===== src/rtl/reg_dump_tx.sv =====
// ============================================================================
// Module      : reg_dump_tx
// Description : Snapshots a packed register bank on trigger and streams a
//               header / register bytes / XOR checksum frame to a UART Tx.
// Revision    : 1.0 - initial release
// ============================================================================
`default_nettype none

module reg_dump_tx #(
  parameter int                           C_UART_DATA_WIDTH = 8,
  parameter int                           C_REG_WIDTH       = 4,
  parameter int                           C_REG_COUNT       = 4,
  parameter logic [C_UART_DATA_WIDTH-1:0] C_HEADER          = 8'hA5
) (
  input  logic                                 clk,
  input  logic                                 rst,
  input  logic                                 i_trigger,
  input  logic [C_REG_COUNT*C_REG_WIDTH-1:0]   i_regs,
  output logic                                 o_send,
  output logic [C_UART_DATA_WIDTH-1:0]         o_data,
  input  logic                                 i_ack,
  input  logic                                 i_tx_error,
  output logic                                 o_busy,
  output logic                                 o_done,
  output logic                                 o_abort
);

  typedef enum logic [1:0] {
    S_IDLE = 2'd0,
    S_SEND = 2'd1,
    S_GAP  = 2'd2,
    S_FIN  = 2'd3
  } state_t;

  // Index of the checksum byte; the header sits at index 0.
  localparam logic [7:0] c_LAST_IDX = 8'(C_REG_COUNT + 1);

  state_t                               r_state;
  state_t                               w_next;
  logic [C_REG_COUNT*C_REG_WIDTH-1:0]   r_snap;
  logic [7:0]                           r_idx;
  logic [C_UART_DATA_WIDTH-1:0]         r_csum;
  logic                                 r_abort;
  logic [C_UART_DATA_WIDTH-1:0]         w_byte;
  logic                                 w_take;
  logic                                 w_err;

  // txError has priority over ack in the same cycle.
  assign w_err  = ((r_state == S_SEND) || (r_state == S_GAP)) && i_tx_error;
  assign w_take = (r_state == S_SEND) && i_ack && !i_tx_error;

  always_comb begin
    w_byte = '0;
    if (r_idx == 8'd0) begin
      w_byte = C_HEADER;
    end else if (r_idx == c_LAST_IDX) begin
      w_byte = r_csum;
    end else begin
      for (int k = 0; k < C_REG_COUNT; k++) begin
        if (r_idx == 8'(k + 1)) begin
          w_byte[C_REG_WIDTH-1:0] = r_snap[k*C_REG_WIDTH +: C_REG_WIDTH];
        end
      end
    end
  end

  always_ff @(posedge clk) begin
    if (rst) begin
      r_state <= S_IDLE;
      r_snap  <= '0;
      r_idx   <= '0;
      r_csum  <= '0;
      r_abort <= 1'b0;
    end else begin
      r_state <= w_next;
      r_abort <= w_err;
      if ((r_state == S_IDLE) && i_trigger) begin
        r_snap <= i_regs;
        r_idx  <= '0;
        r_csum <= '0;
      end else if (w_take) begin
        r_csum <= r_csum ^ w_byte;
        r_idx  <= r_idx + 8'd1;
      end
    end
  end

  always_comb begin
    w_next  = r_state;
    o_send  = 1'b0;
    o_busy  = 1'b0;
    o_done  = 1'b0;
    o_abort = r_abort;
    o_data  = '0;
    case (r_state)
      S_IDLE: begin
        if (i_trigger) w_next = S_SEND;
      end
      S_SEND: begin
        o_send = 1'b1;
        o_busy = 1'b1;
        o_data = w_byte;
        if (i_tx_error) begin
          w_next = S_IDLE;
        end else if (i_ack) begin
          w_next = (r_idx == c_LAST_IDX) ? S_FIN : S_GAP;
        end
      end
      S_GAP: begin
        o_busy = 1'b1;
        w_next = i_tx_error ? S_IDLE : S_SEND;
      end
      S_FIN: begin
        o_done = 1'b1;
        w_next = S_IDLE;
      end
      default: w_next = S_IDLE;
    endcase
  end

endmodule

`default_nettype wire

===== config.mk =====
export PLATFORM = sky130hd
export DESIGN_NAME = reg_dump_tx
export DESIGN_NICKNAME = d
export VERILOG_FILES = /design/src/rtl/reg_dump_tx.sv
export SDC_FILE = /design/constraint.sdc
export NUM_CORES = 1
export LEC_CHECK = 0
export CAP_MARGIN = 20
export CORE_UTILIZATION = 55
export CTS_BUF_LIST = sky130_fd_sc_hd__clkbuf_4 sky130_fd_sc_hd__clkbuf_8 sky130_fd_sc_hd__clkbuf_16
export DETAILED_ROUTE_END_ITERATION = 12
export GPL_ROUTABILITY_DRIVEN = 0
export PLACE_DENSITY = 0.95
export RECOVER_POWER = 25
export SETUP_SLACK_MARGIN = 0.05
export SKIP_CTS_REPAIR_TIMING = 1
export SLEW_MARGIN = 20
export SYNTH_ARGS = -nofsm -noshare
export SYNTH_HDL_FRONTEND = slang
export SYNTH_SLANG_ARGS = --single-unit

===== constraint.sdc =====
create_clock -name clk -period 4.9 [get_ports clk]
set_input_delay 0.98 -clock clk [delete_from_list [all_inputs] [get_ports clk]]
set_output_delay 0.98 -clock clk [all_outputs]
set_load 0.005 [all_outputs]

==> results.cfg <==
[outcome]
run_status = finished clean

[timing]
layout_min_cycle_time_ns = 3.91
worst_pin_slew_ns = 0.884
hold_viol_final = 0
setup_tns_ns = 0
skew_ns = 0.00696
grt_setup_unrepaired = no
setup_viol = 0
finalCritPeriodShare_pct = 79.8
slew_viol_final = 0
slew_headroom_pct = 40.6
max_clock_freq_ghz = 0.256

[worst_setup_path]
critPathLaunchType = register
path_max_fanout = 9
worstPathRequired_ns = 3.92
crit_arrival_ns = 2.93
cp-end-kind = primary output
critPathKind = register to primary output

[die]
start_util_pct = 57.5
dieArea_um2 = 3390
die_x_um = 58.3
io_pins = 33
core_area_um2 = 3030
chipHeight_um = 58.3
num_rows = 20

[yosys]
synth_cells = 228
yosys_warnings = 0
netlist_area_um2 = 1740
syn_avg_cell_area_um2 = 7.63
async_flop_share_pct = 0
synthesis.nets = 258
ys_seq_elements = 35
synth_edf_count = 0
seq_area_frac_synth_pct = 40.3
synth_cell_types = 31
yosys_most_used_dff = dfxtp_1

[clock_network]
htreeDepth = 2
cts_tree = done
cts_buffer_depth = 2
clock_sinks = 35
cts_root_buf = clkbuf_4
cts_buffers = 5
path_clk_slew_ns = 0.11
clk-insertion-delay-late_ns = 0.34

[drt]
drt_iter0_drc = 74
drc = 0
vias_per_cell = 5.52
vias = 1668
dr.pass1.iters = 4
wl_per_cell_um = 12.8
postRouteAntennaNets = 0
routed_wl_um = 3860

[min_path]
hp-class = register to register

[global_routing]
grt_antenna_before_repair = 0
grt_use_total_pct = 24.5
grt_max_degree = 21
grt_overflow_total = 0
grt_pass1_wl_um = 6310
grt_pass1_vias = 1495

[place]
portBuffers = 32
dp_hpwl_um = 2790

[pwr]
p_per_area_nw_per_um2 = 265
p_leak_nw = 0.783
internal-power_uw = 413
p_seq_share_pct = 54.0
comb_power_share_pct = 17.3
vdd_ir_drop_max_v = 0.000191
p_switching_uw = 153
pwr-share-clk_pct = 28.7
power.total_uw = 566
netSwitchingFraction_pct = 27.0

[layout]
fin_nets = 287
ff_latch_area_um2 = 701
drive_above_1_share_pct = 4.26
fillCellCount = 238
multiInputGateArea_um2 = 966
area_growth_pct = 22.6
antennaDiodeCount = 0

[job]
maxCapViolCount = 0
-- worst paths after layout --
check | start | slack (ns) | cells past startpoint | to
hold / removal | r_snap[10]$_SDFFE_PP0P_ | 0.46 | 2 | r_snap[10]$_SDFFE_PP0P_
setup reg to reg | r_idx[4]$_SDFFE_PP0P_ | 2.44 | 6 | r_csum[1]$_SDFFE_PP0P_
setup / recovery | r_idx[4]$_SDFFE_PP0P_ | 0.99 | 5 | o_data[0]
hold reg to reg | r_snap[10]$_SDFFE_PP0P_ | 0.46 | 2 | r_snap[10]$_SDFFE_PP0P_
-- power groups by stage --
| stage | combinational, mW | sequential (mW) | clock [mW] |
|---|---|---|---|
| 3_3_place_gp | 0.0956 | 0.312 | 0 |
| 2_1_floorplan | 0.0546 | 0.310 | 0 |
| 6_report | 0.0981 | 0.306 | 0.162 |
| 5_1_grt | 0.109 | 0.307 | 0.179 |
| 4_1_cts | 0.0986 | 0.306 | 0.162 |
| 3_5_place_dp | 0.0979 | 0.312 | 0 |
-- layout by cell type, fill, tap and decap left out, types with 5 or more instances in the layout --
cell / n
nor2_1: 16
o21ai_0: 10
inv_1: 7
dfxtp_1: 35
xor2_1: 5
clkbuf_4: 7
a31oi_1: 6
nand3_1: 5
nand2b_1: 7
clkdlybuf4s50_1: 29
a21oi_1: 35
ha_1: 9
nand2_1: 51
-- synth_stat cells, types with 4 or more instances --
cell type	n	area, µm²
nand2b_1	7	43.8
a21oi_1	35	175
dfxtp_1	35	701
or3_1	4	25.0
nor2_1	16	60.1
o21ai_0	10	50.1
xor2_1	5	43.8
inv_1	7	26.3
ha_1	9	113
a31oi_1	6	37.5
clkbuf_1	10	37.5
nand2_1	51	191
nand3_1	5	25.0
-- registers in the layout, indices dropped and copies added (netlist names) --
signal,flops
o_abort,1
r_snap,16
r_idx,8
r_state,2
r_csum,8
-- final cells by class --
| type | count | share of cell area [%] |
|---|---|---|
| well taps | 44 | 2.58 |
| clock buffers | 7 | 2.46 |
| flip-flops and latches | 35 | 32.8 |
| multi-input cells | 175 | 45.3 |
| repair buffers | 33 | 15.4 |
| clock inverters | 1 | 0.235 |
| inverters | 7 | 1.23 |
-- per-stage QoR --
stage | instances | hold WS (ns) | area [µm²] | util [%] | setup WS, ns
floorplan | 228 | 0.421 | 1740 | - | 2.22
global route | 302 | 0.482 | 2130 | 70.5 | 0.802
global placement | 294 | 0.438 | 2080 | 68.7 | 1.66
finish | 302 | 0.461 | 2130 | 70.5 | 0.991
detailed placement | 294 | 0.444 | 2080 | 68.7 | 1.60
CTS | 302 | 0.462 | 2140 | 70.6 | 1.21
-- cells by family (layout without fill, tap and decap cells) --
logic type / after synthesis / count (layout) / share of synthesized area [%]
buf+inv: 18 / 48 / 3.95
compound gates: 60 / 60 / 19.3
simple gates: 99 / 99 / 26.5
flops: 35 / 35 / 40.3
fa+ha+maj: 9 / 9 / 6.47
xor+xnor: 7 / 7 / 3.52
-- metal layers --
layer / up-vias / global-route usage, % / part of all wire (%) / wire [µm]
met5: - / 0 / 0 / 0
met4: 0 / 9.18 / 1.2 / 45
met3: 6 / 5.80 / 4.7 / 180
met2: 59 / 40.7 / 49 / 1900
met1: 768 / 31.0 / 45 / 1730
li1: 835 / - / - / -
-- worst max-delay path, cell delays in order (launching register included) --
cell and delay, ns:
dfxtp_1 0.35, or4_1 0.66, nor3_1 0.77, nand2_1 0.11, a31oi_1 0.19, clkdlybuf4s50_1 0.51
Power figures use the tool's default switching activity.
